`config.mk`:
```
export PLATFORM = sky130hd
export DESIGN_NAME = spram_arbiter_flat
export DESIGN_NICKNAME = d
export VERILOG_FILES = /design/src/rtl/spram_arbiter_if.sv /design/src/rtl/spram_arbiter.sv /design/src/flat_wrapper.sv
export SDC_FILE = /design/constraint.sdc
export NUM_CORES = 1
export LEC_CHECK = 0
export CAP_MARGIN = 20
export CORE_MARGIN = 8
export CORE_UTILIZATION = 38
export DETAILED_ROUTE_END_ITERATION = 10
export HOLD_SLACK_MARGIN = 0.1
export PLACE_DENSITY = 0.91
export SYNTH_ARGS = -nofsm -noshare
export SYNTH_HDL_FRONTEND = slang
export SYNTH_SLANG_ARGS = --single-unit
```
`constraint.sdc`:
```
create_clock -name clk -period 3.2 [get_ports clk]
set_input_delay 0.48 -clock clk [delete_from_list [all_inputs] [get_ports clk]]
set_output_delay 0.48 -clock clk [all_outputs]
set_load 0.01 [all_outputs]
```
`src/rtl/spram_arbiter_if.sv`:
```
// Requester-side bundle for one SPRAM arbiter port: request handshake plus read response.
// The requester drives the master modport; the arbiter takes the slave modport.
interface spram_arbiter_if;
    logic        valid;
    logic        ready;
    logic [3:0]  we;
    logic [15:0] addr;
    logic [15:0] wdata;
    logic        rvalid;
    logic [15:0] rdata;

    modport master (
        output valid, we, addr, wdata,
        input  ready, rvalid, rdata
    );

    modport slave (
        input  valid, we, addr, wdata,
        output ready, rvalid, rdata
    );
endinterface

```
`src/rtl/spram_arbiter.sv`:
```
// Purpose: two-port fixed-priority arbiter (p0 high, p1 starvation-guarded) in front of a 64Kx16 SPRAM.
// Latency: request accepted combinationally; read data returns exactly 1 cycle after accept.
// Backpressure: ready is low for the losing or idle port; read responses are never stalled.
// Optional: SPRAM_ARB_PERF_EN adds conflict/starvation counters with a synchronous clear.
module spram_arbiter #(
    parameter int MAX_WAIT = 4,
    parameter int WAIT_W   = 4
) (
    input  logic             clk,
    input  logic             rst_n,
    spram_arbiter_if.slave   p0,
    spram_arbiter_if.slave   p1,
    output logic [3:0]       mem_we,
    output logic [15:0]      mem_addr,
    output logic [15:0]      mem_wdata,
    input  logic [15:0]      mem_rdata
`ifdef SPRAM_ARB_PERF_EN
    ,
    input  logic             perf_clr,
    output logic [15:0]      perf_conflicts,
    output logic [15:0]      perf_starve
`endif
);

    localparam logic [WAIT_W-1:0] MAX_CNT = WAIT_W'(MAX_WAIT);

    logic [WAIT_W-1:0] r_wait_cnt;
    logic              r_resp_vld;
    logic              r_resp_port;
    logic [15:0]       r_addr;
    logic [15:0]       r_wdata;

    logic              w_starve;
    logic              w_gnt0;
    logic              w_gnt1;
    logic              w_rd_acc;
    logic [3:0]        w_gnt_we;
    logic [15:0]       w_gnt_addr;
    logic [15:0]       w_gnt_wdata;

    // Grants are gated by rst_n so ready and mem_we stay low for the whole reset window.
    always_comb begin
        w_starve    = rst_n && p1.valid && (r_wait_cnt == MAX_CNT);
        w_gnt1      = w_starve || (rst_n && p1.valid && !p0.valid);
        w_gnt0      = rst_n && p0.valid && !w_starve;
        w_gnt_we    = 4'h0;
        w_gnt_addr  = r_addr;
        w_gnt_wdata = r_wdata;
        if (w_gnt0) begin
            w_gnt_we    = p0.we;
            w_gnt_addr  = p0.addr;
            w_gnt_wdata = p0.wdata;
        end else if (w_gnt1) begin
            w_gnt_we    = p1.we;
            w_gnt_addr  = p1.addr;
            w_gnt_wdata = p1.wdata;
        end
        w_rd_acc = (w_gnt0 || w_gnt1) && (w_gnt_we == 4'h0);
    end

    assign p0.ready  = w_gnt0;
    assign p1.ready  = w_gnt1;
    assign mem_we    = w_gnt_we;
    assign mem_addr  = w_gnt_addr;
    assign mem_wdata = w_gnt_wdata;

    assign p0.rvalid = r_resp_vld && !r_resp_port;
    assign p1.rvalid = r_resp_vld &&  r_resp_port;
    assign p0.rdata  = mem_rdata;
    assign p1.rdata  = mem_rdata;

    always_ff @(posedge clk or negedge rst_n) begin
        if (!rst_n) begin
            r_wait_cnt  <= '0;
            r_resp_vld  <= 1'b0;
            r_resp_port <= 1'b0;
            r_addr      <= 16'h0000;
            r_wdata     <= 16'h0000;
        end else begin
            if (!p1.valid || w_gnt1) begin
                r_wait_cnt <= '0;
            end else if (r_wait_cnt != MAX_CNT) begin
                r_wait_cnt <= r_wait_cnt + 1'b1;
            end
            r_resp_vld  <= w_rd_acc;
            r_resp_port <= w_gnt1;
            if (w_gnt0 || w_gnt1) begin
                r_addr  <= w_gnt_addr;
                r_wdata <= w_gnt_wdata;
            end
        end
    end

`ifdef SPRAM_ARB_PERF_EN
    logic [15:0] r_perf_conflicts;
    logic [15:0] r_perf_starve;

    always_ff @(posedge clk or negedge rst_n) begin
        if (!rst_n) begin
            r_perf_conflicts <= 16'h0000;
            r_perf_starve    <= 16'h0000;
        end else if (perf_clr) begin
            r_perf_conflicts <= 16'h0000;
            r_perf_starve    <= 16'h0000;
        end else begin
            if (p0.valid && p1.valid && (r_perf_conflicts != 16'hFFFF)) begin
                r_perf_conflicts <= r_perf_conflicts + 16'h0001;
            end
            if (w_starve && (r_perf_starve != 16'hFFFF)) begin
                r_perf_starve <= r_perf_starve + 16'h0001;
            end
        end
    end

    assign perf_conflicts = r_perf_conflicts;
    assign perf_starve    = r_perf_starve;
`endif

endmodule

```
`src/flat_wrapper.sv`:
```
// flat-port wrapper written by rule: the top's interface ports become plain ports
module spram_arbiter_flat 
#(
    parameter int MAX_WAIT = 4,
    parameter int WAIT_W   = 4
)
  (clk, rst_n, mem_we, mem_addr, mem_wdata, mem_rdata, p0_valid, p0_we, p0_addr, p0_wdata, p0_ready, p0_rvalid, p0_rdata, p1_valid, p1_we, p1_addr, p1_wdata, p1_ready, p1_rvalid, p1_rdata);
  spram_arbiter_if p0_i ();
  spram_arbiter_if p1_i ();
  input  logic clk;
  input  logic rst_n;
  output logic [3:0] mem_we;
  output logic [15:0] mem_addr;
  output logic [15:0] mem_wdata;
  input  logic [15:0] mem_rdata;
  input wire logic [$bits(p0_i.valid)-1:0] p0_valid;
  input wire logic [$bits(p0_i.we)-1:0] p0_we;
  input wire logic [$bits(p0_i.addr)-1:0] p0_addr;
  input wire logic [$bits(p0_i.wdata)-1:0] p0_wdata;
  output wire logic [$bits(p0_i.ready)-1:0] p0_ready;
  output wire logic [$bits(p0_i.rvalid)-1:0] p0_rvalid;
  output wire logic [$bits(p0_i.rdata)-1:0] p0_rdata;
  input wire logic [$bits(p1_i.valid)-1:0] p1_valid;
  input wire logic [$bits(p1_i.we)-1:0] p1_we;
  input wire logic [$bits(p1_i.addr)-1:0] p1_addr;
  input wire logic [$bits(p1_i.wdata)-1:0] p1_wdata;
  output wire logic [$bits(p1_i.ready)-1:0] p1_ready;
  output wire logic [$bits(p1_i.rvalid)-1:0] p1_rvalid;
  output wire logic [$bits(p1_i.rdata)-1:0] p1_rdata;
  assign p0_i.valid = p0_valid;
  assign p0_i.we = p0_we;
  assign p0_i.addr = p0_addr;
  assign p0_i.wdata = p0_wdata;
  assign p0_ready = p0_i.ready;
  assign p0_rvalid = p0_i.rvalid;
  assign p0_rdata = p0_i.rdata;
  assign p1_i.valid = p1_valid;
  assign p1_i.we = p1_we;
  assign p1_i.addr = p1_addr;
  assign p1_i.wdata = p1_wdata;
  assign p1_ready = p1_i.ready;
  assign p1_rvalid = p1_i.rvalid;
  assign p1_rdata = p1_i.rdata;
  spram_arbiter #(.MAX_WAIT(MAX_WAIT), .WAIT_W(WAIT_W)) u_core (.clk(clk), .rst_n(rst_n), .p0(p0_i), .p1(p1_i), .mem_we(mem_we), .mem_addr(mem_addr), .mem_wdata(mem_wdata), .mem_rdata(mem_rdata));
endmodule
```
* Word level (Yosys, flattened, before mapping)
Cells that the tools add are included.
** Storage, ports and cells
- Register bits :: 38
- Input port bits :: 92
- Output and inout port bits :: 72
- Word-level logic and storage cells :: 33
** Cells by class
- Add/sub/neg operators :: 1
- Equality and inequality tests :: 2
- Multiplexer cells :: 8
- Reduce and logical (&&, ||, !) cells :: 17
** Operators by type and width (count)
- 16-bit 2-to-1 mux :: 4
- 4-bit 2-to-1 mux :: 4
- 1-bit logical AND :: 8
- 4-bit by 1-bit adder with 4-bit output (second input constant) :: 1
- 4-bit by 3-bit == test with 1-bit output (second input constant) :: 1
- 1-bit logical NOT :: 4
- 4-bit logical NOT :: 1
- 4-bit by 3-bit inequality test with 1-bit output (second input constant) :: 1
- 1-bit logical OR :: 3
- 2-bit nonzero test :: 1

* Longest topological paths before layout
- Depth after elaboration :: 7
- Gate-level depth with buffers :: 7
- Depth with buffers taken out :: 5

* Worst setup path after synthesis
No wires, ideal clock.
- Path kind :: flip-flop to output port
- Start point :: register u_core.r_wait_cnt[0]
- End point :: output port mem_addr[0]
- Arrival time :: 1.567 ns
- Data required time :: 2.720 ns
- Setup slack :: 1.153 ns
- Cell stages (with the launch flop) :: 8
- Path buffers :: 2
- Cells stage by stage :: dfrtp_1 -> inv_1 -> ha_1 -> and3b_2 -> a21oi_2 -> buf_6 -> buf_6 -> a221o_1
** Between the ends
- Longest elaborated chain between the ends :: 5
- Elaborated cells on any way between the ends :: 7
** Ends and longest elaborated chain
- start: declaration :: RTL line spram_arbiter.sv:27 : logic [WAIT_W-1:0] r_wait_cnt;
- start signal: assignment :: RTL line spram_arbiter.sv:83 : r_wait_cnt <= r_wait_cnt + 1'b1;
- 4-bit by 3-bit == test with 1-bit output (*) :: RTL line spram_arbiter.sv:43 : w_starve = rst_n && p1.valid && (r_wait_cnt == MAX_CNT);
- 1-bit logical AND (*) :: RTL line spram_arbiter.sv:43
- 1-bit logical OR / 1-bit logical NOT (equally long branches) :: RTL line spram_arbiter.sv:44, spram_arbiter.sv:45
- 16-bit 2-to-1 mux / 1-bit logical AND (equally long branches) :: RTL line spram_arbiter.sv:53, spram_arbiter.sv:45
- 16-bit 2-to-1 mux (*) :: RTL line spram_arbiter.sv:49 : if (w_gnt0) begin
- end: declaration :: RTL line flat_wrapper.sv:13 : output logic [15:0] mem_addr;
Mark *: on every way between the ends. The rest lies on a longest branch, timed or not.

* Worst setup path after layout
- Start point :: input port p0_valid
- End point :: output port mem_addr[15]
** Between the ends
- Longest elaborated chain between the ends :: 5
- Elaborated cells on any way between the ends :: 7
** Ends and longest elaborated chain
- start: declaration :: RTL line flat_wrapper.sv:16 : input wire logic [$bits(p0_i.valid)-1:0] p0_valid;
- 1-bit logical NOT :: RTL line spram_arbiter.sv:44 : w_gnt1 = w_starve || (rst_n && p1.valid && !p0.valid);
- 1-bit logical AND :: RTL line spram_arbiter.sv:44
- 1-bit logical OR :: RTL line spram_arbiter.sv:44
- 16-bit 2-to-1 mux :: RTL line spram_arbiter.sv:53 : end else if (w_gnt1) begin
- 16-bit 2-to-1 mux (*) :: RTL line spram_arbiter.sv:49
Marked as above.

==> flow_summary_export.csv <==
group,metric,value,unit
outcome,status,"completed",
routing,drt-met1-wl,2600,um
final_layout,n_antenna_cell,0,
timing,min_period,2.99,ns
final_layout,stdcell_count,372,
timing,rsz0062_at_grt,"no",
yosys,yosys_warnings,0,
power,leakagePower,1.41,nW
clock_tree,ctsHoldBuffers,0,
final_layout,layout_commonest_cell,"clkdlybuf4s50_1",
yosys,syn-num-nets,310,
critical_path,arrival,2.51,ns
clock_tree,post_cts_buffers,0,
timing,slew_headroom,0.567,
clock_tree,cts_root_buffer,"clkbuf_8",
power,power.total,1.43,mW
clock_tree,clkTransAtPathRegs,0.07,ns
critical_path,path_class,"in -> out",
critical_path,reg2reg_depth,6,
yosys,yosysUniqueCellTypes,25,
die,start_util,0.395,
timing,finalMaxSlewViolations,0,
global_route,antenna_found_initial,0,
timing,fmax,335,MHz
die,ios,164,
routing,routed_wl,6930,um
routing,vias,2120,
clock_tree,cts_sinks,38,
placed_design,routabilityCongestion,0.717,
routing,viasPerCell,5.70,
power,power.density,412,nW/um^2
die,floorplan.rows,28,
die,core_area,5960,um^2
final_layout,num-nets-final,390,
clock_tree,cts_resized,1,
clock_tree,clock_latency,0.29,ns
yosys,syn_avg_cell_area,10.9,um^2
critical_path,r2r_slack,1.42,ns
placed_design,dp_hpwl,5340,um
clock_tree,cts_tree,"built",
clock_tree,htree_levels,2,
placed_design,place_inst,364,
timing,finalCritPeriodShare,0.933,
critical_path,end_kind,"output port",
critical_path,required,2.72,ns
global_route,grt_pass1_wl,11100,um
routing,drt-initial-drc-count,88,
global_route,overflow,0,
clock_tree,clockBufferDepth,2,
yosys,syn_inst,216,
timing,worst_pin_slew,0.646,ns
final_layout,multi_input_area,1080,um^2
routing,dr.max_layer_used,"met4",
routing,detail-route-antenna-nets,0,
routing,met3_length,603,um
final_layout,fillers,517,
global_route,grt_usage,0.153,
worst_hold_path,hp-class,"in -> async",
final_layout,areaGrowthSynthToFinish,47.6,%
critical_path,worstSetupStartpointType,"input port",
global_route,grt_pass1_vias,2271,
timing,final-hold-violation-count,0,
final_layout,drive_above_1_share,0.0673,
die,die_w,94.7,um
routing,wl_met2,3650,um
timing,setup_viol,0,
yosys,ys_seq_elements,38,
power,ir_drop,0.228,mV
global_route,grt_max_degree,41,
placed_design,postPlaceCellArea,3380,um^2
placed_design,port_buffers,115,
clock_tree,cts_made_buffers,5,
routing,drc,0,
timing,tns,0,ns
routing,drtPass1Iterations,4,
routing,wl_per_cell,18.6,um
die,die_area,8970,um^2
yosys,ys_seq_area_frac,0.404,
timing,worst_slack,0.213,ns
critical_path,crit_fanout,30,
final_layout,final_util,0.584,
critical_path,regToRegStartpoint,"u_core.r_wait_cnt[0]$_DFFE_PN0P_",
timing,holdWs,0.248,ns
die,fp.dieH,94.7,um
placed_design,place_ws,0.00490,ns
timing,finClkSkew,0.00513,ns
critical_path,r2r_end,"u_core.r_wdata[10]$_DFFE_PN0P_",
final_layout,seqCellArea,951,um^2
final_layout,final_cell_mix,"clkdlybuf4s50_1, a221o_1, dfrtp_1",
yosys,synth_area,2350,um^2
final_layout,final_area,3480,um^2
flow_run,maxCapViolations,0,
-- synth_stat cells, drive strengths merged --
cell	count	area, um^2
xnor2	2	17.5
and2	33	206
nor2	1	3.75
o21ai	1	5.00
nor2b	1	6.26
dfrtp	38	951
nand2	2	7.51
buf	46	323
or4	1	7.51
ha	2	25.0
clkbuf	4	15.0
a211oi	3	22.5
a221o	64	641
nand3b	1	7.51
nor4	1	6.26
and3b	1	10.0
nand3	1	5.00
mux2i	2	20.0
nor3	3	15.0
a22o	4	35.0
inv	3	11.3
a21oi	2	13.8
-- worst max-delay path by stage --
stage	start	to
3_5_place_dp	p0_valid	mem_addr[10]
2_1_floorplan	u_core.r_wait_cnt[0]$_DFFE_PN0P_	mem_addr[0]
6_report	p0_valid	mem_addr[15]
5_1_grt	u_core.r_wait_cnt[0]$_DFFE_PN0P_	mem_wdata[3]
3_3_place_gp	p0_valid	mem_wdata[13]
4_1_cts	p0_valid	mem_wdata[11]
-- per-layer routing --
layer,GRT usage,up-vias
li1,-,988
met1,0.168,1038
met2,0.273,83
met3,0.0556,11
met4,0.0377,0
met5,0,-
-- sequential cells by signal, indices dropped and copies added, names as in the netlist --
| name | cells |
|---|---|
| u_core.r_wait_cnt | 4 |
| u_core.r_addr | 16 |
| u_core.r_resp_vld | 1 |
| u_core.r_resp_port | 1 |
| u_core.r_wdata | 16 |
-- worst max-delay path, cell delays in order --
cell and delay [ns]:
clkdlybuf4s50_1 0.52, buf_4 0.15, nand2_1 0.10, a21oi_4 0.17
buf_4 0.32, a221o_1 0.21, clkdlybuf4s50_1 0.54
-- cell families after synthesis --
logic type,synth area share
AND/OR/NAND/NOR,0.117
multiplexers,0.00850
buffers and inverters,0.148
adder cells (fa/ha/maj),0.0106
XOR/XNOR,0.00744
flip-flops,0.404
AO/OA/AOI/OAI,0.304
-- area by class of cell --
type | instances | share of cell area
Clock buffer | 7 | 0.0248
Clock inverter | 1 | 0.00144
Inverter | 3 | 0.00324
Multi-Input combinational cell | 125 | 0.312
Sequential cell | 38 | 0.274
Tap cell | 75 | 0.0270
Timing Repair Buffer | 123 | 0.358
-- where the power goes --
group / switching, mW / total, mW / internal, mW
combinational: 0.211 / 0.535 / 0.324
clock: 0.161 / 0.335 / 0.174
sequential: 0.0189 / 0.563 / 0.544
total: 0.391 / 1.43 / 1.04
(Power assumes the default switching activity.)
